--- config.mk ---
export PLATFORM = sky130hd
export DESIGN_NAME = decode_stage
export DESIGN_NICKNAME = d
export VERILOG_FILES = /design/src/rtl/shrv32_pkg.sv /design/src/rtl/imm_gen.sv /design/src/rtl/decode_stage.sv
export SDC_FILE = /design/constraint.sdc
export NUM_CORES = 1
export LEC_CHECK = 0
export ABC_CLOCK_PERIOD_IN_PS = 3600
export BUFFER_PORTS_ARGS = -buffer_cell sky130_fd_sc_hd__buf_4
export CORE_ASPECT_RATIO = 0.9
export CORE_MARGIN = 2
export CORE_UTILIZATION = 30
export DETAILED_ROUTE_END_ITERATION = 8
export SYNTH_ARGS = -nofsm -noshare
export SYNTH_HDL_FRONTEND = slang
export SYNTH_SLANG_ARGS = --single-unit
--- constraint.sdc ---
create_clock -name CLK_DC -period 3.6 [get_ports CLK_DC]
set_input_delay 0.36 -clock CLK_DC [delete_from_list [all_inputs] [get_ports CLK_DC]]
set_output_delay 0.36 -clock CLK_DC [all_outputs]
set_load 0.1 [all_outputs]
--- src/rtl/shrv32_pkg.sv ---
// rtl/shrv32_pkg.sv - RV32I opcode constants and op-class encoding
// Contents:
//   OPC_*       7-bit major opcodes of the nine supported classes
//   opclass_t   4-bit op-class code driven on OPCLASS
//   opclass_of  maps a major opcode to its class, OC_NOP for unknown opcodes
package shrv32_pkg;

  localparam logic [6:0] OPC_LUI    = 7'b0110111;
  localparam logic [6:0] OPC_AUIPC  = 7'b0010111;
  localparam logic [6:0] OPC_JAL    = 7'b1101111;
  localparam logic [6:0] OPC_JALR   = 7'b1100111;
  localparam logic [6:0] OPC_BRANCH = 7'b1100011;
  localparam logic [6:0] OPC_LOAD   = 7'b0000011;
  localparam logic [6:0] OPC_STORE  = 7'b0100011;
  localparam logic [6:0] OPC_OPIMM  = 7'b0010011;
  localparam logic [6:0] OPC_OP     = 7'b0110011;

  typedef enum logic [3:0] {
    OC_NOP    = 4'd0,
    OC_LUI    = 4'd1,
    OC_AUIPC  = 4'd2,
    OC_JAL    = 4'd3,
    OC_JALR   = 4'd4,
    OC_BRANCH = 4'd5,
    OC_LOAD   = 4'd6,
    OC_STORE  = 4'd7,
    OC_OPIMM  = 4'd8,
    OC_OP     = 4'd9
  } opclass_t;

  function automatic opclass_t opclass_of(input logic [6:0] opc);
    opclass_t c;
    case (opc)
      OPC_LUI:    c = OC_LUI;
      OPC_AUIPC:  c = OC_AUIPC;
      OPC_JAL:    c = OC_JAL;
      OPC_JALR:   c = OC_JALR;
      OPC_BRANCH: c = OC_BRANCH;
      OPC_LOAD:   c = OC_LOAD;
      OPC_STORE:  c = OC_STORE;
      OPC_OPIMM:  c = OC_OPIMM;
      OPC_OP:     c = OC_OP;
      default:    c = OC_NOP;
    endcase
    return c;
  endfunction

endpackage

--- src/rtl/imm_gen.sv ---
// rtl/imm_gen.sv - combinational RV32I immediate generator
// Ports:
//   instr  in  32  instruction word
//   imm    out 32  sign-extended immediate for the instruction's format
//                  (zero for R-type and unknown opcodes)
module imm_gen
  import shrv32_pkg::*;
(
  input  logic [31:0] instr,
  output logic [31:0] imm
);

  always_comb begin
    imm = '0;
    case (opclass_of(instr[6:0]))
      OC_JALR, OC_LOAD, OC_OPIMM:
        imm = {{20{instr[31]}}, instr[31:20]};
      OC_STORE:
        imm = {{20{instr[31]}}, instr[31:25], instr[11:7]};
      OC_BRANCH:
        imm = {{19{instr[31]}}, instr[31], instr[7], instr[30:25], instr[11:8], 1'b0};
      OC_LUI, OC_AUIPC:
        imm = {instr[31:12], 12'b0};
      OC_JAL:
        imm = {{11{instr[31]}}, instr[31], instr[19:12], instr[20], instr[30:21], 1'b0};
      default:
        imm = '0;
    endcase
  end

endmodule

--- src/rtl/decode_stage.sv ---
// rtl/decode_stage.sv - RV32I decode stage with RAW scoreboard
// Ports:
//   RST, CLK_DC                  async active-low reset, decode clock
//   INSTR, PC_IN, IN_VALID       instruction from fetch; IN_READY = accepted this edge
//   A1, A2                       register-file read addresses (combinational)
//   OUT_VALID, OUT_READY         held decoded entry / execute takes it this edge
//   A3, WE, IMM, OPCLASS, FUNCT  decoded fields of the held entry
//   PC_OUT, ILLEGAL              PC of held entry, unknown-opcode flag
//   WB_DONE, WB_A3               one pending write retired or killed
//   FLUSH                        drop held entry, accept nothing
//   STALL_CNT                    saturating count of hazard-stall edges
module decode_stage
  import shrv32_pkg::*;
#(
  parameter int STALL_CNT_W = 16
) (
  input  logic                   RST,
  input  logic                   CLK_DC,
  input  logic [31:0]            INSTR,
  input  logic [31:0]            PC_IN,
  input  logic                   IN_VALID,
  output logic                   IN_READY,
  output logic [4:0]             A1,
  output logic [4:0]             A2,
  output logic                   OUT_VALID,
  input  logic                   OUT_READY,
  output logic [4:0]             A3,
  output logic                   WE,
  output logic [31:0]            IMM,
  output logic [3:0]             OPCLASS,
  output logic [3:0]             FUNCT,
  output logic [31:0]            PC_OUT,
  output logic                   ILLEGAL,
  input  logic                   WB_DONE,
  input  logic [4:0]             WB_A3,
  input  logic                   FLUSH,
  output logic [STALL_CNT_W-1:0] STALL_CNT
);

  logic [4:0]  rs1, rs2, rd;
  logic [4:0]  held_rs1, held_rs2;
  logic [31:0] busy, busy_nxt;
  logic [31:0] imm;
  opclass_t    cls;
  logic        uses_rs1, uses_rs2, writes_rd;
  logic        pend1, pend2, hazard, accept, handoff;

  assign rs1 = INSTR[19:15];
  assign rs2 = INSTR[24:20];
  assign rd  = INSTR[11:7];
  assign cls = opclass_of(INSTR[6:0]);

  imm_gen u_imm_gen (
    .instr (INSTR),
    .imm   (imm)
  );

  always_comb begin
    uses_rs1  = 1'b0;
    uses_rs2  = 1'b0;
    writes_rd = 1'b0;
    case (cls)
      OC_LUI, OC_AUIPC, OC_JAL: writes_rd = 1'b1;
      OC_JALR, OC_LOAD, OC_OPIMM: begin
        uses_rs1  = 1'b1;
        writes_rd = 1'b1;
      end
      OC_BRANCH, OC_STORE: begin
        uses_rs1 = 1'b1;
        uses_rs2 = 1'b1;
      end
      OC_OP: begin
        uses_rs1  = 1'b1;
        uses_rs2  = 1'b1;
        writes_rd = 1'b1;
      end
      default: ;
    endcase
  end

  // The held entry counts as pending too: it has not reached the
  // scoreboard yet, even if execute takes it on this very edge.
  assign pend1 = (rs1 != 5'd0) && (rs1 != 5'd31) &&
                 (busy[rs1] || (OUT_VALID && WE && (A3 == rs1)));
  assign pend2 = (rs2 != 5'd0) && (rs2 != 5'd31) &&
                 (busy[rs2] || (OUT_VALID && WE && (A3 == rs2)));

  assign hazard   = IN_VALID && ((uses_rs1 && pend1) || (uses_rs2 && pend2));
  assign IN_READY = (!OUT_VALID || OUT_READY) && !hazard && !FLUSH;
  assign accept   = IN_VALID && IN_READY;
  assign handoff  = OUT_VALID && OUT_READY && WE && !FLUSH;

  // The register file samples on the same edge, so its data lines up with
  // whatever entry this stage holds after the edge.
  assign A1 = accept ? rs1 : held_rs1;
  assign A2 = accept ? rs2 : held_rs2;

  // Clear first, then set: a same-address clear belongs to an older write.
  always_comb begin
    busy_nxt = busy;
    if (WB_DONE) busy_nxt[WB_A3] = 1'b0;
    if (handoff) busy_nxt[A3] = 1'b1;
  end

  always_ff @(posedge CLK_DC or negedge RST) begin
    if (!RST) begin
      OUT_VALID <= 1'b0;
      A3        <= '0;
      WE        <= 1'b0;
      IMM       <= '0;
      OPCLASS   <= OC_NOP;
      FUNCT     <= '0;
      PC_OUT    <= '0;
      ILLEGAL   <= 1'b0;
      held_rs1  <= '0;
      held_rs2  <= '0;
      busy      <= '0;
      STALL_CNT <= '0;
    end else begin
      busy <= busy_nxt;
      if (accept) begin
        OUT_VALID <= 1'b1;
        A3        <= rd;
        WE        <= writes_rd && (rd != 5'd0) && (rd != 5'd31);
        IMM       <= imm;
        OPCLASS   <= cls;
        FUNCT     <= {INSTR[30], INSTR[14:12]};
        PC_OUT    <= PC_IN;
        ILLEGAL   <= (cls == OC_NOP);
        held_rs1  <= rs1;
        held_rs2  <= rs2;
      end else if (OUT_READY || FLUSH) begin
        OUT_VALID <= 1'b0;
      end
      if (hazard && (STALL_CNT != '1)) STALL_CNT <= STALL_CNT + 1'b1;
    end
  end

endmodule
==> results.cfg, run 1 <==
[run_status]
status = finished, final reports clean

[critical_path]
setup.worst_path.class = reg -> out
crit_cells = 10
cp_top_family = multiplexers
crit_chain = mux4_2 -> nand3b_1 -> nand2_1 -> nor4_4 -> o311ai_4 -> nor4b_4 -> buf_4 -> buf_6 -> mux2_2 -> buf_6
cp.buffers_inverters = 3
worstRegToRegCells = 10
worst_path_max_delay_cell = mux4_2
cp-start-kind = register
required_ns = 3.24
path_common_cell = buf_6
crit_arrival_ns = 3.07
cp-end-kind = primary output
critPathMaxStageDelay_ns = 0.48
cp_max_fo = 5

[clocking]
cts.reportedPaths.clkPinSlew_ns = 0.07
clock_sinks = 138
cts_hold_buf = 0
numCtsBuffers = 17
cts_max_path_buffers = 2
cts_root_buf = clkbuf_16
ctsHtreeMaxLevel = 4
insertion_delay_ns = 0.43
cts_tree = built

[global_route]
grt_usage_pct = 16.5
grt_pass1_wl_um = 30800
antenna_found_initial = 0
grt_start_max_net_pins = 92
grt_pass1_vias = 5422
globalRoute.totalOverflow = 0

[sta]
slew_headroom_pct = 39.8
setup_tns_ns = 0
setup_violations = 0
clock.fmax_mhz = 291
rsz0062_at_grt = false
period_needed_ns = 3.43
fin_crit_sh_pct = 95.4
drv_slew = 0
worst_slew_pin_slew_ns = 0.900
skew_ns = 0.0124
hold_ws_ns = 0.00578
finalHoldViolCount = 0

[floorplan]
dieHeight_um = 149
initial_core_util_pct = 30.8
coreArea_um2 = 22600
pin_count = 182
fp.dieW_um = 165
dieArea_um2 = 24500
rows = 52

[logic_synthesis]
syn_avg_cell_area_um2 = 11.3
synthArstFlopShare_pct = 100
synth-edff-count = 0
ys_seq_area_share_pct = 49.5
ys_warn_count = 0
synthesis.area_um2 = 6980
synth.ff_latch_count = 138
syn-num-nets = 696
synth_cells = 620
synth_ff_type = dfrtp_1
synth_cell_types = 51

[run]
cap_violations = 0

[power_and_ir_drop]
p_seq_share_pct = 34.7
p_int_uw = 2990
p_switching_uw = 2130
peakVddDrop_mv = 0.339
comb_power_share_pct = 31.9
swShare_pct = 41.6
power.density_nw_per_um2 = 559
clkPwrFrac_pct = 33.4
total_leakage_power_uw = 0.00407

[route]
drtPass1Iterations = 7
num_vias = 5471
drt_wl_total_um = 19600
routed_via_density = 4.98
ant_nets = 0
wl_per_cell_um = 17.9
drtIter0Drc = 497
drc = 0

[final_layout]
instances_no_fill = 1099
drive_above_1_share_pct = 33.0
layout_common_cells = buf_4 (182), dfrtp_1 (138), o21ai_0 (77), mux2_1 (51), nand2_1 (38)
final_area_um2 = 9150
final_common_cell = buf_4
n_antenna_cell = 0
syn2layout_area_growth_pct = 31.0
layout.nets = 865
final_core_util_pct = 40.4

[place]
dpl_cell_area_um2 = 8540
portBuffers = 181
hpwl_um = 13900
placed_cells = 1066
place.gp.congestion = 0.863

[worst_hold_path]
hold_path_class = in -> async
==> cells in the mapped netlist, types with 2 or more instances <==
| library cell | count | area share, % |
|---|---|---|
| dfrtp_1 | 138 | 49 |
| o21ai_0 | 77 | 5.5 |
| mux2_1 | 61 | 9.8 |
| nand2_1 | 38 | 2.0 |
| inv_1 | 33 | 1.8 |
| mux2i_1 | 31 | 4.4 |
| a21oi_1 | 28 | 2.0 |
| nand3_1 | 23 | 1.6 |
| xnor2_1 | 23 | 2.9 |
| clkbuf_1 | 19 | 1.0 |
| nor2_1 | 19 | 1.0 |
| mux4_2 | 14 | 4.5 |
| nand3b_1 | 12 | 1.3 |
| and3_1 | 9 | 0.81 |
| mux2_2 | 7 | 1.1 |
| nand4_1 | 7 | 0.63 |
| nor3_1 | 7 | 0.50 |
| buf_6 | 6 | 0.97 |
| buf_8 | 6 | 1.3 |
| a22o_1 | 5 | 0.63 |
| buf_2 | 5 | 0.36 |
| o22ai_1 | 5 | 0.45 |
| or3_1 | 4 | 0.36 |
| or3b_2 | 4 | 0.50 |
| nand2b_1 | 3 | 0.27 |
| a211oi_1 | 2 | 0.21 |
| a21o_1 | 2 | 0.21 |
| a31oi_1 | 2 | 0.18 |
| and2_1 | 2 | 0.18 |
| and3b_1 | 2 | 0.25 |
| buf_1 | 2 | 0.11 |
| buf_4 | 2 | 0.21 |
| nor2b_1 | 2 | 0.18 |
| nor4_1 | 2 | 0.18 |
| or4_1 | 2 | 0.21 |
==> metrics by stage <==
step / worst slack (ns) / total power, uW
2_1_floorplan: 0.108 / 3030
3_3_place_gp: 0.338 / 3420
3_5_place_dp: 0.312 / 3440
4_1_cts: 0.104 / 5170
5_1_grt: 0.00984 / 5320
6_report: 0.167 / 5120
==> routing by layer <==
layer	global-route usage, %	part of all wire [%]	vias to the layer above	wire length (um)
met5	0	0	-	0
met4	5.87	1.8	0	362
met3	3.95	7.6	27	1500
met2	25.0	45	204	8840
met1	23.2	46	2690	8940
li1	-	-	2550	-
==> power groups by stage <==
stage / Clock, uW / Sequential [uW] / Combinational (uW)
after global routing: 1830 / 1790 / 1690
final: 1710 / 1780 / 1630
after detailed placement: 0 / 1810 / 1630
after CTS: 1760 / 1780 / 1630
after floorplan: 0 / 2560 / 464
after global placement: 0 / 1800 / 1620
==> sequential cells by signal, indices dropped and copies added (netlist names), 4 cells and up <==
register,flops
STALL_CNT,16
busy,32
FUNCT,4
OPCLASS,4
held_rs2,5
IMM,32
PC_OUT,32
held_rs1,5
A3,5
==> path summary, 6_finish.rpt <==
check	end	from	slack, ns
max in group asynchronous	IMM[14]	RST	2.64
max reg2reg	PC_OUT[17]	busy[7]	0.62
min in group CLK_DC	PC_OUT[27]	PC_IN[27]	0.15
min reg2reg	IMM[2]	IMM[2]	0.48
min	IMM[6]	RST	0.006
max	A1[0]	busy[7]	0.17
==> cell families after synthesis <==
logic type / count (synthesis) / share of synthesized area (%)
AOI/OAI and AO/OA: 126 / 10.1
adders and majority gates: 1 / 0.179
DFF: 138 / 49.5
buffers and inverters: 75 / 6.09
xor gates and xnor gates: 23 / 2.88
and+or+nand+nor: 144 / 11.4
muxes: 113 / 19.9
==> what timing repair did <==
action / in CTS / in global routing
endpoints found under the setup margin: 0 / 9
buffers inserted: 0 / 1
resized for setup: 0 / 8
==> final cells by class <==
| cell class | count | area, um2 |
|---|---|---|
| inverter | 33 | 124 |
| clock inverter | 14 | 133 |
| multi-input combinational | 407 | 3130 |
| tap | 297 | 372 |
| clock buffer | 18 | 439 |
| sequential | 138 | 3450 |
| fill | 2205 | 13500 |
| timing repair buffer | 192 | 1500 |
Note: power is estimated with default switching activity, not from simulation.
==> run 2: changes to the inputs <==
--- a/config.mk
+++ b/config.mk
@@ -6,11 +6,11 @@
 export NUM_CORES = 1
 export LEC_CHECK = 0
 export ABC_CLOCK_PERIOD_IN_PS = 3600
-export BUFFER_PORTS_ARGS = -buffer_cell sky130_fd_sc_hd__buf_4
 export CORE_ASPECT_RATIO = 0.9
 export CORE_MARGIN = 2
 export CORE_UTILIZATION = 30
 export DETAILED_ROUTE_END_ITERATION = 8
+export DONT_BUFFER_PORTS = 1
 export SYNTH_ARGS = -nofsm -noshare
 export SYNTH_HDL_FRONTEND = slang
 export SYNTH_SLANG_ARGS = --single-unit
==> results.cfg, run 2 (synthesis gave the netlist of run 1 again) <==
[final_layout]
final_common_cell = dfrtp_1
layout.nets = 708
reg_top3 = IMM (32), PC_OUT (32), busy (32)
drive_above_1_share_pct = 16.6
syn2layout_area_growth_pct = 15.1
n_antenna_cell = 0
layout_common_cells = dfrtp_1 (138), o21ai_0 (77), mux2_1 (51), nand2_1 (38), inv_1 (33)
instances_no_fill = 942
nFillCells = 2238
final_area_um2 = 8040

[sta]
worst_slew_pin_slew_ns = 0.977
setup_violations = 0
slew_headroom_pct = 34.9
skew_ns = 0.0174
finalHoldViolCount = 0
drv_slew = 0
clock.fmax_mhz = 283
fin_crit_sh_pct = 98.3
rsz0062_at_grt = true
period_needed_ns = 3.54

[critical_path]
setup.worst_path.class = reg -> out
required_ns = 3.24
worst_path_max_delay_cell = mux2_2
crit_chain = mux4_2 -> mux2i_1 -> nor2_1 -> nor4_4 -> o311ai_4 -> nor4b_4 -> buf_4 -> mux2_2
cp_top_family = multiplexers
cp_max_fo = 6
cp-start-kind = register
crit_arrival_ns = 3.18
cp-end-kind = primary output
critPathMaxStageDelay_ns = 0.57
cp.buffers_inverters = 1

[clocking]
cts_root_buf = clkbuf_16
clock_sinks = 138
ctsHtreeMaxLevel = 4
cts_tree = built
cts.reportedPaths.clkPinSlew_ns = 0.07
cts_max_path_buffers = 2
numCtsBuffers = 17
insertion_delay_ns = 0.43

[power_and_ir_drop]
peakVddDrop_mv = 0.291
finalPower_uw = 5020
power.density_nw_per_um2 = 625
total_leakage_power_uw = 0.00334

[floorplan]
dieArea_um2 = 24500
initial_core_util_pct = 30.8
pin_count = 182
coreArea_um2 = 22600
fp.dieW_um = 165
dieHeight_um = 149
rows = 52

[place]
place.gp.congestion = 0.829
placed_cells = 906
portBuffers = 0
dpl_cell_area_um2 = 7320
hpwl_um = 12900

[route]
ant_nets = 0
drc = 0
wl_per_cell_um = 19.9
num_vias = 4934
routed_via_density = 5.24
drtIter0Drc = 311
drt_wl_total_um = 18800
drtPass1Iterations = 5

[run_status]
status = finished, final reports clean

[global_route]
grt_pass1_wl_um = 28800
grt_pass1_vias = 4954
grt_usage_pct = 15.5
globalRoute.totalOverflow = 0
grt_start_max_net_pins = 139
antenna_found_initial = 0

[worst_hold_path]
hold_path_class = in -> reg

[run]
cap_violations = 0
-- run 2: metrics by stage --
stage / utilization, % / TNS (ns) / setup slack, ns / hold slack, ns
after floorplan: - / 0 / 0.108 / 0.0644
after global placement: 32.3 / 0 / 0.513 / 0.0684
after global routing: 35.5 / -0.553 / -0.0776 / 0.0425
after detailed placement: 32.3 / 0 / 0.524 / 0.0702
after CTS: 35.3 / 0 / 0.0534 / 0.0427
final: 35.5 / 0 / 0.0604 / 0.0604
-- run 2: final timing paths --
path,slack (ns),startpoint,endpoint,cells after the start
worst min register to register,0.54,busy[9],busy[9],2
worst min-delay path,0.06,PC_IN[12],PC_OUT[12],1
worst max register to register,0.63,busy[3],held_rs2[2],8
max in group asynchronous,2.46,RST,PC_OUT[9],2
min in group asynchronous,0.58,RST,IMM[10],2
worst max-delay path,0.06,busy[3],A1[1],8
-- run 2: area by class of cell --
| type | count | area (um2) | area share (%) |
|---|---|---|---|
| flip-flops and latches | 138 | 3450 | 43.0 |
| multi-input cells | 407 | 3150 | 39.2 |
| clock buffers | 19 | 443 | 5.51 |
| well taps | 297 | 372 | 4.62 |
| repair buffers | 35 | 302 | 3.75 |
| clock inverters | 13 | 189 | 2.35 |
| inverters | 33 | 124 | 1.54 |
-- run 2: per-layer routing --
layer  GRT usage (%)  share of wire (%)
met4            4.52                1.0
met1            20.3                 43
met5               0                  0
met2            24.1                 47
met3            5.56                8.8
-- run 2: what timing repair did --
item | in CTS | in global routing
hold buffers | 2 | 0
buffers inserted | 0 | 2
setup endpoints to repair | 0 | 9
gates resized for setup | 0 | 8
hold endpoints to repair | 138 | 0
-- run 2: report_power, final --
group	internal, uW	switching, uW	total (uW)
combinational	192	476	669
clock	1190	717	1900
sequential	1670	782	2450
